$ cat config.mk
export PLATFORM = sky130hd
export DESIGN_NAME = desc_sche_app_ctrl
export DESIGN_NICKNAME = d
export VERILOG_FILES = /design/src/rtl/desc_sche_app_ctrl.sv
export SDC_FILE = /design/constraint.sdc
export NUM_CORES = 1
export LEC_CHECK = 0
export ABC_AREA = 1
export BUFFER_PORTS_ARGS = -buffer_cell sky130_fd_sc_hd__buf_4
export CAP_MARGIN = 5
export CORE_MARGIN = 2
export CORE_UTILIZATION = 36
export DETAILED_ROUTE_END_ITERATION = 7
export REMOVE_ABC_BUFFERS = 1
export SLEW_MARGIN = 25
export SYNTH_ARGS = -nofsm -noshare
export SYNTH_HDL_FRONTEND = slang
export SYNTH_SLANG_ARGS = --single-unit
$ cat constraint.sdc
create_clock -name clk -period 7.1 [get_ports clk]
set_clock_uncertainty 0.05 [all_clocks]
set_input_delay 0.71 -clock clk [delete_from_list [all_inputs] [get_ports clk]]
set_output_delay 0.71 -clock clk [all_outputs]
set_load 0.1 [all_outputs]
$ cat src/rtl/desc_sche_app_ctrl.sv
// Per-app token controller feeding the descriptor scheduler PIFO: backlog counters, one token per backlogged app.
// Optional macro RL_SCHE_PRIO_SELECT_EN: push slot grants lowest prio value (ties to lowest ID) instead of round-robin.
module desc_sche_app_ctrl #(
    parameter int unsigned APP_ID_WIDTH = 4,
    parameter int unsigned PRIO_WIDTH   = 4,
    parameter int unsigned CNT_WIDTH    = 16
) (
    input  logic                          clk,
    input  logic                          rst,
    input  logic                          enq_valid,
    input  logic [APP_ID_WIDTH-1:0]       enq_app_id,
    input  logic                          deq_valid,
    input  logic [APP_ID_WIDTH-1:0]       deq_app_id,
    output logic                          m_pifo_valid,
    output logic [PRIO_WIDTH-1:0]         m_pifo_prio,
    output logic [APP_ID_WIDTH-1:0]       m_pifo_data,
    input  logic                          m_pifo_ready,
    output logic                          m_pifo_empty,
    output logic [APP_ID_WIDTH-1:0]       m_pifo_empty_data,
    output logic [(2**APP_ID_WIDTH)-1:0]  m_app_mask,
    input  logic                          cfg_wr_en,
    input  logic [APP_ID_WIDTH-1:0]       cfg_app_id,
    input  logic [PRIO_WIDTH-1:0]         cfg_prio,
    input  logic                          cfg_enable,
    output logic                          err_overflow,
    output logic                          err_underflow
);
    localparam int unsigned NUM_APP = 2**APP_ID_WIDTH;
    localparam logic [CNT_WIDTH-1:0] CNT_MAX = '1;

    logic [CNT_WIDTH-1:0]    count     [NUM_APP];
    logic [CNT_WIDTH-1:0]    count_nxt [NUM_APP];
    logic [PRIO_WIDTH-1:0]   prio      [NUM_APP];
    logic [NUM_APP-1:0]      pending, token_out, enable;
    logic [NUM_APP-1:0]      pending_nxt, token_nxt, enable_nxt, mask_nxt;
    logic [NUM_APP-1:0]      inc_vec, dec_vec, eligible;
    logic                    enq_ovf, deq_ok, deq_unf, empty_nxt, slot_free;
    logic                    grant_vld;
    logic [APP_ID_WIDTH-1:0] grant_id;

    assign eligible = pending & enable;

`ifdef RL_SCHE_PRIO_SELECT_EN
    logic [PRIO_WIDTH-1:0] best_prio;

    // Lowest prio value wins; strict compare keeps the lowest app ID on ties.
    always_comb begin
        grant_vld = 1'b0;
        grant_id  = '0;
        best_prio = '1;
        for (int k = 0; k < int'(NUM_APP); k++) begin
            if (eligible[k] && (!grant_vld || (prio[k] < best_prio))) begin
                grant_vld = 1'b1;
                grant_id  = APP_ID_WIDTH'(k);
                best_prio = prio[k];
            end
        end
    end
`else
    logic [APP_ID_WIDTH-1:0] rr_ptr;

    // Scan downward so the eligible app closest to rr_ptr is the last, winning assignment.
    always_comb begin
        grant_vld = 1'b0;
        grant_id  = '0;
        for (int k = int'(NUM_APP) - 1; k >= 0; k--) begin
            if (eligible[rr_ptr + APP_ID_WIDTH'(k)]) begin
                grant_vld = 1'b1;
                grant_id  = rr_ptr + APP_ID_WIDTH'(k);
            end
        end
    end

    always_ff @(posedge clk) begin
        if (rst) begin
            rr_ptr <= '0;
        end else if (slot_free && grant_vld) begin
            rr_ptr <= grant_id + APP_ID_WIDTH'(1);
        end
    end
`endif

    // Counter and token bookkeeping on post-update counts.
    always_comb begin
        enq_ovf     = enq_valid && (count[enq_app_id] == CNT_MAX);
        deq_ok      = deq_valid && (count[deq_app_id] != '0) && token_out[deq_app_id];
        deq_unf     = deq_valid && !deq_ok;
        slot_free   = !m_pifo_valid || m_pifo_ready;
        pending_nxt = pending;
        token_nxt   = token_out;
        enable_nxt  = enable;
        empty_nxt   = 1'b0;
        inc_vec     = '0;
        dec_vec     = '0;
        mask_nxt    = '0;
        for (int i = 0; i < int'(NUM_APP); i++) begin
            inc_vec[i]   = enq_valid && !enq_ovf && (enq_app_id == APP_ID_WIDTH'(i));
            dec_vec[i]   = deq_ok && (deq_app_id == APP_ID_WIDTH'(i));
            count_nxt[i] = count[i] + CNT_WIDTH'(inc_vec[i]) - CNT_WIDTH'(dec_vec[i]);
            if (inc_vec[i] && (count[i] == '0) && !token_out[i]) begin
                pending_nxt[i] = 1'b1;
            end
            if (dec_vec[i]) begin
                token_nxt[i] = 1'b0;
                if (count_nxt[i] != '0) begin
                    pending_nxt[i] = 1'b1;
                end else begin
                    empty_nxt = 1'b1;
                end
            end
        end
        if (slot_free && grant_vld) begin
            pending_nxt[grant_id] = 1'b0;
            token_nxt[grant_id]   = 1'b1;
        end
        if (cfg_wr_en) begin
            enable_nxt[cfg_app_id] = cfg_enable;
        end
        for (int i = 0; i < int'(NUM_APP); i++) begin
            mask_nxt[i] = enable_nxt[i] && (count_nxt[i] != '0);
        end
    end

    always_ff @(posedge clk) begin
        if (rst) begin
            for (int i = 0; i < int'(NUM_APP); i++) begin
                count[i] <= '0;
                prio[i]  <= '0;
            end
            pending           <= '0;
            token_out         <= '0;
            enable            <= '1;
            m_pifo_valid      <= 1'b0;
            m_pifo_prio       <= '0;
            m_pifo_data       <= '0;
            m_pifo_empty      <= 1'b0;
            m_pifo_empty_data <= '0;
            m_app_mask        <= '0;
            err_overflow      <= 1'b0;
            err_underflow     <= 1'b0;
        end else begin
            for (int i = 0; i < int'(NUM_APP); i++) begin
                count[i] <= count_nxt[i];
            end
            pending    <= pending_nxt;
            token_out  <= token_nxt;
            enable     <= enable_nxt;
            m_app_mask <= mask_nxt;
            if (cfg_wr_en) begin
                prio[cfg_app_id] <= cfg_prio;
            end
            // Push slot holds its payload while the PIFO back-pressures.
            if (slot_free) begin
                m_pifo_valid <= grant_vld;
                if (grant_vld) begin
                    m_pifo_data <= grant_id;
                    m_pifo_prio <= prio[grant_id];
                end
            end
            m_pifo_empty <= empty_nxt;
            if (empty_nxt) begin
                m_pifo_empty_data <= deq_app_id;
            end
            if (enq_ovf) begin
                err_overflow <= 1'b1;
            end
            if (deq_unf) begin
                err_underflow <= 1'b1;
            end
        end
    end
endmodule

==> results of run 1 <==
[layer usage]
metal	routed length, µm	up-vias
li1	-	14400
met3	8330	230
met4	4360	6
met2	42000	962
met5	36	-
met1	45000	13400
[cells by family (layout without fill, tap and decap cells)]
family / Yosys count / after routing / synth area share
compound gates: 741 / 741 / 0.142
xor+xnor: 226 / 226 / 0.0650
fa+ha+maj: 395 / 395 / 0.163
buf+inv: 936 / 1013 / 0.116
flops: 404 / 404 / 0.282
other cells: 0 / 1 / 0
simple gates: 1651 / 1651 / 0.231
[cells in the final DEF, fill, tap and decap left out, drive strengths merged, types with 34 or more instances in the layout]
| master | n |
|---|---|
| a21oi | 264 |
| edfxtp | 64 |
| nand3 | 263 |
| dfxtp | 340 |
| a21boi | 38 |
| nor2 | 577 |
| nor4 | 41 |
| nand4 | 126 |
| clkbuf | 66 |
| o21ai | 178 |
| xor2 | 192 |
| xnor2 | 34 |
| inv | 834 |
| buf | 87 |
| ha | 379 |
| nand2 | 540 |
| nor3 | 82 |
| o22ai | 98 |
[sequential cells by signal (all words and copies together) (netlist names), 4 cells and up]
name               cells
m_pifo_prio            4
rr_ptr                 4
m_pifo_empty_data      4
count                256
token_out             16
m_pifo_data            4
pending               16
m_app_mask            16
prio                  64
enable                16
[worst max-delay path, delay by kind of cell (launching register included)]
family / cells / cell delay (ps)
flip-flops: 1 / 310
adder cells (fa/ha/maj): 3 / 870
buffers and inverters: 3 / 300
XOR/XNOR: 1 / 290
AO/OA/AOI/OAI: 8 / 1980
AND/OR/NAND/NOR: 17 / 2370
[stage by stage]
step                area, µm²  hold WS, ps  std cells
global placement        32700          397       5480
global route            34400          380       5574
CTS                     34400          328       5574
detailed placement      32700          394       5480
floorplan               30500          397       4249
finish                  34400          362       5575
[cell usage after synthesis, types with 7 or more instances]
| cell type | instances | area share |
|---|---|---|
| a211oi_1 | 18 | 0.0044 |
| a21boi_0 | 29 | 0.0070 |
| a21boi_1 | 9 | 0.0022 |
| a21o_1 | 32 | 0.0078 |
| a21oi_1 | 260 | 0.042 |
| a221oi_1 | 8 | 0.0023 |
| a22oi_1 | 20 | 0.0048 |
| a31oi_1 | 11 | 0.0022 |
| buf_1 | 8 | 0.00097 |
| buf_2 | 8 | 0.0013 |
| buf_6 | 7 | 0.0025 |
| clkbuf_1 | 77 | 0.0093 |
| dfxtp_1 | 340 | 0.22 |
| edfxtp_1 | 64 | 0.062 |
| fa_1 | 16 | 0.010 |
| ha_1 | 379 | 0.15 |
| inv_1 | 818 | 0.099 |
| inv_2 | 12 | 0.0015 |
| nand2_1 | 533 | 0.065 |
| nand2_2 | 7 | 0.0014 |
| nand3_1 | 260 | 0.042 |
| nand3b_1 | 10 | 0.0024 |
| nand4_1 | 126 | 0.025 |
| nor2_1 | 575 | 0.070 |
| nor3_1 | 82 | 0.013 |
| nor4_1 | 41 | 0.0083 |
| o21a_1 | 8 | 0.0019 |
| o21ai_0 | 141 | 0.023 |
| o21ai_1 | 35 | 0.0057 |
| o21bai_1 | 23 | 0.0056 |
| o221ai_1 | 22 | 0.0062 |
| o22ai_1 | 98 | 0.020 |
| o31ai_1 | 7 | 0.0017 |
| xnor2_1 | 33 | 0.0093 |
| xor2_1 | 190 | 0.054 |
[worst paths after layout]
path / from / end / slack (ps) / cells after the start
worst max-delay path: count[1][7] / m_pifo_empty_data[3] / 850 / 32
worst min register to register: err_overflow / err_overflow / 400 / 2
worst min-delay path: deq_valid / err_underflow / 360 / 3
worst max register to register: count[1][7] / m_pifo_empty_data[3] / 850 / 32
[area by class of cell]
class,instances,area (µm²),area share
multi-input combinational,3013,18700,0.542
sequential,404,8730,0.254
inverter,832,3130,0.0908
tap,1144,1430,0.0416
clock buffer,66,1420,0.0413
timing repair buffer,87,723,0.0210
clock inverter,28,340,0.00988
antenna,1,2.50,0.0000727
==> summary.txt, run 1 <==
Minimum clock period -> 6250 ps
Core Region -> 85100 µm²
RSZ-0062 raised after global routing -> false
Vias per inst -> 5.20
Setup CP Type -> register to register
WL/cell -> 17.9 µm
Post-CTS Setup Inserts -> 0
Site Rows -> 107
Asr flop ratio synth -> 0
Total negative slack -> 0 ps
Starting DRT DRC Count -> 2604
Hold Path Class -> primary input to register
GRT Max-Usage Layer -> met2
Max_cap viols -> 0
Final HPWL from detailed placement -> 79700 µm
Relative slew margins -> 0.275
Yosys warning total -> 0
Bufs on Longest Clock Path -> 3
Global-route wire length before repair -> 155000 µm
Initial Util -> 0.364
P&R area growth vs syn -> 11.2%
Final worst setup slack -> 850 ps
Vias -> 29000
Die W -> 297 µm
PostCTS Resize Cnt -> 0
Fmax -> 0.160 GHz
Crit. End Element -> register
Drt pass-1 iters -> 6
GPL Wtd Cong -> 1.00
Final Max Tran Viols -> 0
Final Cycle Share -> 0.880
Clk_lat worst skew -> 630 ps
Grt met3 use -> 0.0464
Initial antenna violation count -> 4
Delay of the slowest critical-path stage -> 760 ps
Outcome -> finished clean
Post-DRT Antenna Nets -> 0
FILL cells -> 9033
Number of synthesized register bits -> 404
Post-place setup slack -> 409 ps
Clock root cell -> clkbuf_16
Top fanout value on the critical path -> 7
# setup viols final -> 0
Startpoint Class -> register
CTS tree -> done
Area of the mapped netlist -> 31000 µm²
CTS Buf Count -> 50
Top FF cell, synth -> dfxtp_1
Aggregate routed wire length -> 99700 µm
# DRC -> 0
Final net count -> 4806
Syn Area/Cell -> 7.11 µm²
H-tree depth -> 2
Clock slew at reported path FFs -> 60 ps
Post-Syn Instances -> 4353
Sequential share of the synthesized area -> 0.282
Largest net degree at the start of global routing -> 174
Slew @ Worst Pin -> 1090 ps
Finished Core Util -> 0.404
Vias in the first global route -> 27600
Met1 Use GR -> 0.300
Critical path data required time -> 7590 ps
Met2 Use GR -> 0.338
Global Route Usage Sum -> 0.221
Port bufs -> 54
GRT overflow -> 0
Post-synth EDFFs -> 64
Number of top-level pins -> 55
Critical path's slowest cell -> o41ai_1
Cts hold-fix bufs -> 0
Layout cell share with drive strength beyond 1 -> 0.0494
Most used cell, CP -> nand2_1
Die area -> 88400 µm²
Clock Sinks -> 404
DIE HEIGHT -> 297 µm
Hold Fails Final Rpt -> 0
Yosys cell types -> 56
Crit path arrival time -> 6740 ps
Power of run 1 is left out: the tool's default activity adds up to more than one toggle a clock period on the data nets, which glitch-free logic cannot reach.
==> inputs of run 2 (changes only) <==
Settings changed: BUFFER_PORTS_ARGS -buffer_cell sky130_fd_sc_hd__buf_4 to -buffer_cell sky130_fd_sc_hd__buf_2.
==> run 2 against run 1 <==
  * First-iteration DRC count down 4.7%
  * Worst setup slack lost 360 ps
  * Cell area is 0.26% lower
  * Sequential cell count did not move
  * Sequential share of layout area rose by 0.067 points
  * Largest cell class unchanged
  * Register-to-register slack lost 190 ps
  * Global-route usage grew 0.16 points
  * Non-clock buffer count rose by 14
==> summary.txt, run 2 (synthesized netlist as in run 1, its figures left out) <==
Outcome -> finished clean
Drt pass-1 iters -> 6
Top fanout value on the critical path -> 9
Post-CTS Setup Inserts -> 0
Site Rows -> 107
Met2 Use GR -> 0.348
Most common cell after layout, fill and taps aside -> inv_1
CTS Buf Count -> 50
Crit path arrival time -> 7130 ps
FILL cells -> 8931
Total negative slack -> 0 ps
Clock root cell -> clkbuf_16
# setup viols final -> 0
Die W -> 297 µm
Minimum clock period -> 6610 ps
RSZ-0062 raised after global routing -> false
Max reg flops -> 256
Aggregate routed wire length -> 101000 µm
Reg2reg path depth -> 30
Largest net degree at the start of global routing -> 79
Vias -> 29100
Hold Path Class -> register to register
Relative slew margins -> 0.327
Critical path data required time -> 7620 ps
DIE HEIGHT -> 297 µm
Final net count -> 4820
Clk_lat worst skew -> 640 ps
Met1 Use GR -> 0.306
GRT overflow -> 0
Vias per inst -> 5.21
Most flops, register -> count
GPL Wtd Cong -> 1.02
Number of top-level pins -> 55
Hold Startpoint -> err_overflow
Hold Path Sink -> err_overflow
PostCTS Resize Cnt -> 0
WL/cell -> 18.1 µm
Die area -> 88400 µm²
Most frequent cells in the layout -> inv_1, nor2_1, nand2_1
# DRC -> 0
Setup CP Type -> primary input to register
Layout cell share with drive strength beyond 1 -> 0.0502
Slew @ Worst Pin -> 1000 ps
Starting DRT DRC Count -> 2481
Crit path from -> deq_app_id[1]
R2r startpoint -> count[7][1]
R2r endpoint -> m_pifo_empty_data[3]
Antenna diodes -> 0
Post-DRT Antenna Nets -> 0
Final Max Tran Viols -> 0
Max_cap viols -> 0
Reg2Reg Setup Slack -> 660 ps
Critical path's slowest cell -> fa_1
Min-Delay Path Depth -> 2
Clock Sinks -> 404
Global-route wire length before repair -> 156000 µm
Bufs on Longest Clock Path -> 3
Final Cycle Share -> 0.930
Regs by FF count -> count (256), prio (64)
Startpoint Class -> primary input
Final HPWL from detailed placement -> 81100 µm
Delay of the slowest critical-path stage -> 480 ps
Initial Util -> 0.364
Cts hold-fix bufs -> 0
Vias in the first global route -> 27300
Hold Fails Final Rpt -> 0
Crit. End Element -> register
Port bufs -> 54
H-tree depth -> 2
Core Region -> 85100 µm²
Fmax -> 0.151 GHz
Clock slew at reported path FFs -> 60 ps
Global Route Usage Sum -> 0.223
Initial antenna violation count -> 1
P&R area growth vs syn -> 10.9%
Grt met3 use -> 0.0418
CTS tree -> done
GRT Max-Usage Layer -> met2
-- run 2: metal layers --
metal / part of all wire / wire (µm) / up-vias
met1: 0.45 / 45800 / 13500
met3: 0.078 / 7860 / 195
met4: 0.038 / 3830 / 2
met2: 0.43 / 43700 / 973
li1: - / - / 14400
met5: 0.000089 / 9 / -
-- run 2: cell type report --
type | count | area, µm² | area share
timing repair buffer | 101 | 683 | 0.0199
inverter | 832 | 3130 | 0.0910
tap | 1144 | 1430 | 0.0417
clock buffer | 74 | 1480 | 0.0432
sequential | 404 | 8730 | 0.254
clock inverter | 17 | 234 | 0.00681
multi-input combinational | 3013 | 18700 | 0.543
-- run 2: worst max path at each step --
stage | to | slack (ps) | depth (start not counted)
5_1_grt | m_pifo_empty_data[3] | 60 | 35
3_5_place_dp | m_pifo_empty_data[3] | 70 | 35
4_1_cts | m_pifo_empty_data[3] | 700 | 35
6_report | m_pifo_empty_data[3] | 490 | 33
3_3_place_gp | m_pifo_empty_data[3] | 140 | 35
2_1_floorplan | m_pifo_empty_data[3] | 1240 | 34
-- run 2: worst max-delay path, delay by kind of cell --
kind / cells / cell delay, ps
AOI/OAI and AO/OA: 4 / 1000
and+or+nand+nor: 20 / 3260
buffers and inverters: 5 / 930
adders and majority gates: 3 / 940
xor gates and xnor gates: 1 / 290
-- run 2: metrics by stage --
stage	cells	utilization	instance area, µm²	hold slack (ps)	setup slack, ps
2_1_floorplan	4249	-	30500	397	1240
3_3_place_gp	5494	0.383	32600	386	135
3_5_place_dp	5494	0.383	32600	388	65.1
4_1_cts	5585	0.403	34300	370	702
5_1_grt	5585	0.403	34300	415	64.6
6_report	5585	0.403	34300	398	494
Power of run 2 is left out for the same reason.
